--- src/rtl/alu_serial.sv ---
// Digit-serial ALU (add/sub/and/or/slt) sharing one DIGIT-bit adder slice; out_valid rises WIDTH/DIGIT cycles after accept.
// in_ready only in IDLE; the result is held in DONE until out_ready, so the producer stalls while it waits.
module alu_serial #(
  parameter int WIDTH = 32,
  parameter int DIGIT = 8
) (
  input  logic             clk,
  input  logic             rst_n,
  input  logic             in_valid,
  output logic             in_ready,
  input  logic [2:0]       alu_control,
  input  logic [WIDTH-1:0] src_a,
  input  logic [WIDTH-1:0] src_b,
  output logic             out_valid,
  input  logic             out_ready,
  output logic [WIDTH-1:0] result,
  output logic             zero
);

  localparam int N  = WIDTH / DIGIT;
  localparam int CW = (N > 1) ? $clog2(N) : 1;

  localparam logic [2:0] OP_ADD = 3'b000;
  localparam logic [2:0] OP_SUB = 3'b001;
  localparam logic [2:0] OP_AND = 3'b010;
  localparam logic [2:0] OP_OR  = 3'b011;
  localparam logic [2:0] OP_SLT = 3'b101;

  typedef enum logic [1:0] {IDLE, EXEC, DONE} state_t;

  state_t           state_q, state_d;
  logic [CW-1:0]    cnt_q, cnt_d;
  logic [WIDTH-1:0] a_q, a_d;
  logic [WIDTH-1:0] b_q, b_d;
  logic [WIDTH-1:0] acc_q, acc_d;
  logic [WIDTH-1:0] result_q, result_d;
  logic             zero_q, zero_d;
  logic             carry_q, carry_d;
  logic [2:0]       op_q, op_d;
  logic             sign_a_q, sign_a_d;
  logic             sign_b_q, sign_b_d;

  logic             is_sub_in;
  logic [WIDTH-1:0] b_in;
  logic [DIGIT:0]   sum;
  logic [DIGIT-1:0] digit;
  logic [WIDTH-1:0] acc_shift;
  logic [WIDTH-1:0] final_res;
  logic             slt_s;
  logic             slt_ovf;

  always_comb begin
    is_sub_in = (alu_control == OP_SUB) || (alu_control == OP_SLT);
    b_in      = is_sub_in ? ~src_b : src_b;

    sum = {1'b0, a_q[DIGIT-1:0]} + {1'b0, b_q[DIGIT-1:0]} + {{DIGIT{1'b0}}, carry_q};
    case (op_q)
      OP_ADD, OP_SUB, OP_SLT: digit = sum[DIGIT-1:0];
      OP_AND:                 digit = a_q[DIGIT-1:0] & b_q[DIGIT-1:0];
      OP_OR:                  digit = a_q[DIGIT-1:0] | b_q[DIGIT-1:0];
      default:                digit = '0;
    endcase
    acc_shift = (acc_q >> DIGIT) | (WIDTH'(digit) << (WIDTH - DIGIT));

    // Only meaningful on the last digit, where sum carries the true MSB of A - B.
    slt_s   = sum[DIGIT-1];
    slt_ovf = (sign_a_q == sign_b_q) && (slt_s != sign_a_q);
    case (op_q)
      OP_ADD, OP_SUB, OP_AND, OP_OR: final_res = acc_shift;
      OP_SLT:                        final_res = {{(WIDTH-1){1'b0}}, slt_s ^ slt_ovf};
      default:                       final_res = '0;
    endcase
  end

  always_comb begin
    state_d  = state_q;
    cnt_d    = cnt_q;
    a_d      = a_q;
    b_d      = b_q;
    acc_d    = acc_q;
    result_d = result_q;
    zero_d   = zero_q;
    carry_d  = carry_q;
    op_d     = op_q;
    sign_a_d = sign_a_q;
    sign_b_d = sign_b_q;

    case (state_q)
      IDLE: begin
        if (in_valid) begin
          state_d  = EXEC;
          cnt_d    = '0;
          a_d      = src_a;
          b_d      = b_in;
          acc_d    = '0;
          carry_d  = is_sub_in;
          op_d     = alu_control;
          sign_a_d = src_a[WIDTH-1];
          sign_b_d = b_in[WIDTH-1];
        end
      end
      EXEC: begin
        a_d     = a_q >> DIGIT;
        b_d     = b_q >> DIGIT;
        carry_d = sum[DIGIT];
        acc_d   = acc_shift;
        cnt_d   = cnt_q + CW'(1);
        if (cnt_q == CW'(N - 1)) begin
          state_d  = DONE;
          result_d = final_res;
          zero_d   = (final_res == '0);
        end
      end
      DONE: begin
        if (out_ready) state_d = IDLE;
      end
      default: state_d = IDLE;
    endcase
  end

  always_ff @(posedge clk or negedge rst_n) begin
    if (!rst_n) begin
      state_q  <= IDLE;
      cnt_q    <= '0;
      a_q      <= '0;
      b_q      <= '0;
      acc_q    <= '0;
      result_q <= '0;
      zero_q   <= 1'b0;
      carry_q  <= 1'b0;
      op_q     <= '0;
      sign_a_q <= 1'b0;
      sign_b_q <= 1'b0;
    end else begin
      state_q  <= state_d;
      cnt_q    <= cnt_d;
      a_q      <= a_d;
      b_q      <= b_d;
      acc_q    <= acc_d;
      result_q <= result_d;
      zero_q   <= zero_d;
      carry_q  <= carry_d;
      op_q     <= op_d;
      sign_a_q <= sign_a_d;
      sign_b_q <= sign_b_d;
    end
  end

  assign in_ready  = (state_q == IDLE);
  assign out_valid = (state_q == DONE);
  assign result    = result_q;
  assign zero      = zero_q;

endmodule
--- config.mk ---
export PLATFORM = sky130hd
export DESIGN_NAME = alu_serial
export DESIGN_NICKNAME = d
export VERILOG_FILES = /design/src/rtl/alu_serial.sv
export SDC_FILE = /design/constraint.sdc
export NUM_CORES = 1
export LEC_CHECK = 0
export CAP_MARGIN = 20
export CORE_ASPECT_RATIO = 1.1
export CORE_MARGIN = 1
export CORE_UTILIZATION = 58
export DETAILED_ROUTE_END_ITERATION = 16
export GPL_ROUTABILITY_DRIVEN = 1
export PLACE_DENSITY = 0.91
export SKIP_LAST_GASP = 1
export SYNTH_ARGS = -nofsm -noshare
export SYNTH_HDL_FRONTEND = slang
export SYNTH_SLANG_ARGS = --single-unit
--- constraint.sdc ---
create_clock -name clk -period 4.6 [get_ports clk]
set_clock_uncertainty 0.1 [all_clocks]
set_input_delay 1.38 -clock clk [delete_from_list [all_inputs] [get_ports clk]]
set_output_delay 1.38 -clock clk [all_outputs]
set_load 0.005 [all_outputs]
Yosys cells after proc, flatten, opt, wreduce, memory -nomap -nowiden
Index checks and enable logic that the tools add are counted.
W data, S select, Z words.
{"block": "totals", "word_cells": 62, "output_inout_bits": 35, "regBits": 139}
{"block": "op_classes", "reduce_logical": 12, "addsub": 3, "bitwise_logic": 5, "n_eq_ne": 14, "muxes": 17}
{"operator": "$pmux W32 S2", "n": 4}
{"operator": "$mux W32", "n": 4}
{"operator": "$logic_not A32 Y1", "n": 1}
{"operator": "$not A32 Y32", "n": 1}
{"operator": "$or A24 B32 Y32", "n": 1}
{"operator": "$pmux W8 S3", "n": 1}
{"operator": "$add A8 B8 Y9", "n": 1}
{"operator": "$add A9 B1 Y9", "n": 1}
{"operator": "$and A8 B8 Y8", "n": 1}
{"operator": "$mux W2", "n": 4}
{"operator": "$or A8 B8 Y8", "n": 1}
{"operator": "$eq A3 B1 Y1 const B", "n": 2}
{"operator": "$eq A3 B2 Y1 const B", "n": 2}
{"operator": "$eq A3 B3 Y1 const B", "n": 2}
{"operator": "$pmux W2 S3", "n": 1}
{"operator": "$reduce_and A2 Y1", "n": 3}
{"operator": "$eq A2 B2 Y1 const B", "n": 2}
{"operator": "$ne A2 B2 Y1 const B", "n": 2}
{"operator": "$pmux W2 S2", "n": 1}
{"operator": "$reduce_or A4 Y1", "n": 1}
{"operator": "$logic_not A3 Y1", "n": 1}
{"operator": "$reduce_and A3 Y1", "n": 1}
{"operator": "$reduce_or A3 Y1", "n": 1}
{"operator": "$add A2 B1 Y2 const B", "n": 1}
{"operator": "11 further kinds", "n": 11}

Longest topological paths before layout
{"block": "depth", "ltp_word": 7, "mapped_depth": 8, "mapped_depth_nobuf": 8}

Worst setup path after synthesis
Ideal clock, no wire load.
{"block": "synth_timing", "kind": "input port to flip-flop", "start": "input alu_control[0]", "end": "register b_q[15]", "path_buffers": 2, "path_stages": 6, "slack_ns": 1.938, "t_arrival_ns": 2.435, "setup_ns": 0.126, "cell_sequence": "nor2b_1 > clkbuf_1 > buf_2 > xnor2_1 > nor2_1 > a221o_1"}
{"block": "synth_between", "elab_chain_len": 5, "elab_cells_between_ends": 6, "classes_between": "eq/ne (2); mux (3); reduce/logical (1)"}
{"element": "start, declared", "line": "11", "rtl": "input logic [2:0] alu_control,"}
{"element": "$eq A3 B1 Y1 or $eq A3 B3 Y1 (tied branches)", "line": "53", "rtl": "is_sub_in = (alu_control == OP_SUB) || (alu_control == OP_SLT);"}
{"element": "$logic_or A1 B1 Y1 (*)", "line": "53"}
{"element": "$mux W32 (*)", "line": "54", "rtl": "b_in = is_sub_in ? ~src_b : src_b;"}
{"element": "$mux W32 (*)", "line": "90", "rtl": "if (in_valid) begin"}
{"element": "$pmux W32 S2 (*)", "line": "88", "rtl": "case (state_q)"}
{"element": "end signal, assigned", "line": "126", "rtl": "b_q <= '0;"}
{"element": "end signal, assigned", "line": "138", "rtl": "b_q <= b_d;"}
{"element": "end, declared", "line": "34", "rtl": "logic [WIDTH-1:0] b_q, b_d;"}
Mark *: on every way between the ends. The rest lies on a longest branch, timed or not. The select of a mux whose other input is x is not followed.
A chain may end at the register's enable or synchronous reset.

Final worst setup path
{"block": "layout_timing", "start": "register state_q[1]", "end": "output in_ready"}
{"block": "layout_between", "elab_chain_len": 1}
{"element": "start, declared", "line": "31", "rtl": "state_t state_q, state_d;"}
{"element": "start signal, assigned", "line": "135", "rtl": "state_q <= state_d;"}
{"element": "$logic_not A2 Y1", "line": "149", "rtl": "assign in_ready = (state_q == IDLE);"}
{"element": "end, declared", "line": "10", "rtl": "output logic in_ready,"}
Every way passes these cells.

==> flow_summary.yaml <==
sta:
  tns_ps: 0
  fmax_mhz: 311
  layout_min_cycle_time_ps: 3220
  hold_viol_final: 0
  worst_slack_ps: 1380
  slew_viol_final: 0
  worst_pin_slew_ps: 937
  relSlewSlack: 0.372
  timing.final.crit_share: 0.699
  finalSetupViolations: 0
  rsz0062_at_grt: "no"
synthesis:
  yosysTopAreaCell: "dfrtp_1"
  async_reset_ff_frac: 1.00
  synth_top_area_share: 0.518
  avgSynthCellArea_um2: 9.35
  synth-edff-count: 0
  synth-seq-area-share: 0.518
  syn_nets: 766
  syn_inst: 676
  synth_warnings: 0
  ys.flop_type: "dfrtp_1"
  synthTopCellsByArea: "dfrtp_1, nand2_1, o21ai_0, nor2_1, xnor2_1"
  ys_ff_latch: 131
  netlist_area_um2: 6320
  synth_cell_type_count: 50
job:
  maxCapViolCount: 0
place:
  place_hpwl_mm: 10.7
  post-place-ws_ps: 1290
  gp_congestion: 0.892
  placed_cells: 884
  io_buffers: 105
setup_path:
  max_stage_delay_ps: 570
  rrSetupSlack_ps: 1780
  path_max_fanout: 4
  start_kind: "flop"
  arrival_ps: 1740
  crit_type: "flop to primary output"
  critical_path.cell_chain: "nor2_1, clkdlybuf4s50_1"
  required_ps: 3120
  rr_worst_depth: 7
  r2r_end: "zero"
  slowest_stage: "clkdlybuf4s50_1"
  worstSetupEndpointType: "primary output"
  r2r-start: "a_q[0]"
layout:
  syn_to_final_growth_pct: 26.6
  final_cells: 916
  drive_gt1_frac: 0.0712
  diodes: 0
  finalNetCount: 850
floorplan:
  die_h_um: 112
  start_util: 0.603
  ios: 106
  die-width_um: 102
  dieArea_um2: 11300
  core_um2: 10500
  placementRows: 39
pwr:
  p_comb_frac: 0.449
  power_switching_w: 0.00260
  powerDensity_nw_per_um2: 765
  p_leak_nw: 3.45
  p_clk_frac: 0.215
  p_int_w: 0.00353
  power_w: 0.00613
  sw_frac_of_total: 0.424
  p_seq_frac: 0.337
  peakVddDrop_mv: 0.365
global_routing:
  gr-total-overflow: 0
  grt_pass1_wl_mm: 26.9
  antenna_found_initial: 0
  grt_max_degree: 75
  grt_pass1_vias: 5415
  grt_util_met1: 0.394
  grtUsageMet2: 0.514
  grt_busiest_layer: "met2"
  track_usage: 0.312
  groute.layer.met3.usage: 0.0772
drt:
  drt_drc_violations_left: 0
  wire_per_inst_um: 17.6
  dr.pass1.iters: 5
  postRouteAntennaNets: 0
  detailroute.via_count: 5429
  drt-vias-per-instance: 5.93
  drt_iter0_markers: 340
  drt_wl_total_mm: 16.2
worst_hold_path:
  hold_path_end: "result[4]"
  holdCritStartpoint: "result[4]"
  worst_hold_path_type: "flop to flop"
  hold_depth: 2
status:
  status: "completed"
clocking:
  cts_resized: 0
  clock_latency_ps: 420
  cts_buffer_depth: 2
  postCtsHoldBufs: 0
  cts_buffers: 17
  ctsRootBufferMaster: "clkbuf_16"
  clkTransAtPathRegs_ps: 60
  clock_sinks: 131
  cts_tree: "built"
  cts_setup_buffers: 0
  htreeDepth: 4
## layer usage
metal / wire length (um) / vias to the layer above
li1: - / 2521
met4: 486 / 0
met5: 0 / -
met2: 8190 / 250
met3: 1070 / 39
met1: 6410 / 2619
## cell usage after synthesis (all sizes together), types with 3 or more instances
cell / n
dfrtp: 131
nand2: 126
o21ai: 83
nor2: 69
clkbuf: 32
xnor2: 27
o22ai: 25
inv: 20
a21oi: 17
ha: 17
a221o: 16
buf: 16
nand3: 15
a22oi: 13
xor2: 10
o31ai: 9
nor4: 7
a211oi: 4
nand2b: 4
a21o: 3
nand4: 3
nor2b: 3
## layout by cell type, fill, tap and decap left out, types with 3 or more instances in the layout
cell and n:
dfrtp_1 131, nand2_1 125, clkdlybuf4s50_1 104, o21ai_0 83, nor2_1 68, xnor2_1 27
o22ai_1 25, inv_1 20, a21oi_1 17, ha_1 17, clkbuf_16 17, a221o_1 16
nand3_1 15, a22oi_1 13, xor2_1 10, buf_4 8, o31ai_1 7, nor4_1 7
inv_6 5, nand2b_1 3, a211oi_1 3, nand4_1 3, clkinvlp_4 3
## critical path, delay by kind of cell, from the launching register on
family,cells,cell delay [ps]
buffers and inverters,1,570
DFF,1,420
and+or+nand+nor,1,320
## registers in the layout, summed over array words and instances, names as in the netlist
name      flops
result       32
sign_b_q      1
cnt_q         2
a_q          32
carry_q       1
sign_a_q      1
acc_q        24
zero          1
op_q          3
b_q          32
state_q       2
## power groups by stage
stage          Sequential (W)  Clock [W]  Combinational (W)
4_1_cts               0.00206    0.00132            0.00274
3_5_place_dp          0.00206          0            0.00269
6_report              0.00206    0.00131            0.00275
5_1_grt               0.00212    0.00138            0.00306
3_3_place_gp          0.00203          0            0.00261
2_1_floorplan         0.00192          0            0.00194
## cell families after synthesis
logic type / share of synthesized area
xor+xnor: 0.0512
fa+ha+maj: 0.0400
flops: 0.518
mux: 0.00158
buf+inv: 0.0439
simple gates: 0.150
compound gates: 0.195
## per-stage QoR
stage / hold slack, ps / util / area (um^2)
final: 379 / 0.763 / 8010
after global routing: 402 / 0.763 / 8010
after CTS: 382 / 0.763 / 8010
after detailed placement: 368 / 0.709 / 7440
after global placement: 358 / 0.709 / 7440
after floorplan: 346 / - / 6320
## final cells by class
class | count | area, um^2
fill | 701 | 2480
multi-input combinational | 477 | 2780
sequential | 131 | 3280
timing repair buffer | 113 | 1120
clock buffer | 17 | 425
inverter | 20 | 75.1
clock inverter | 15 | 146
tap | 143 | 179
## how the worst max path moves through the flow
stage	end	start	slack, ps	cells past startpoint
global route	in_ready	state_q[1]	1330	2
CTS	in_ready	state_q[1]	1400	2
global placement	b_q[3]	alu_control[0]	1370	6
finish	in_ready	state_q[1]	1380	2
floorplan	b_q[15]	alu_control[0]	1940	6
detailed placement	b_q[3]	alu_control[0]	1290	6
Note: power is estimated with default switching activity, not from simulation.
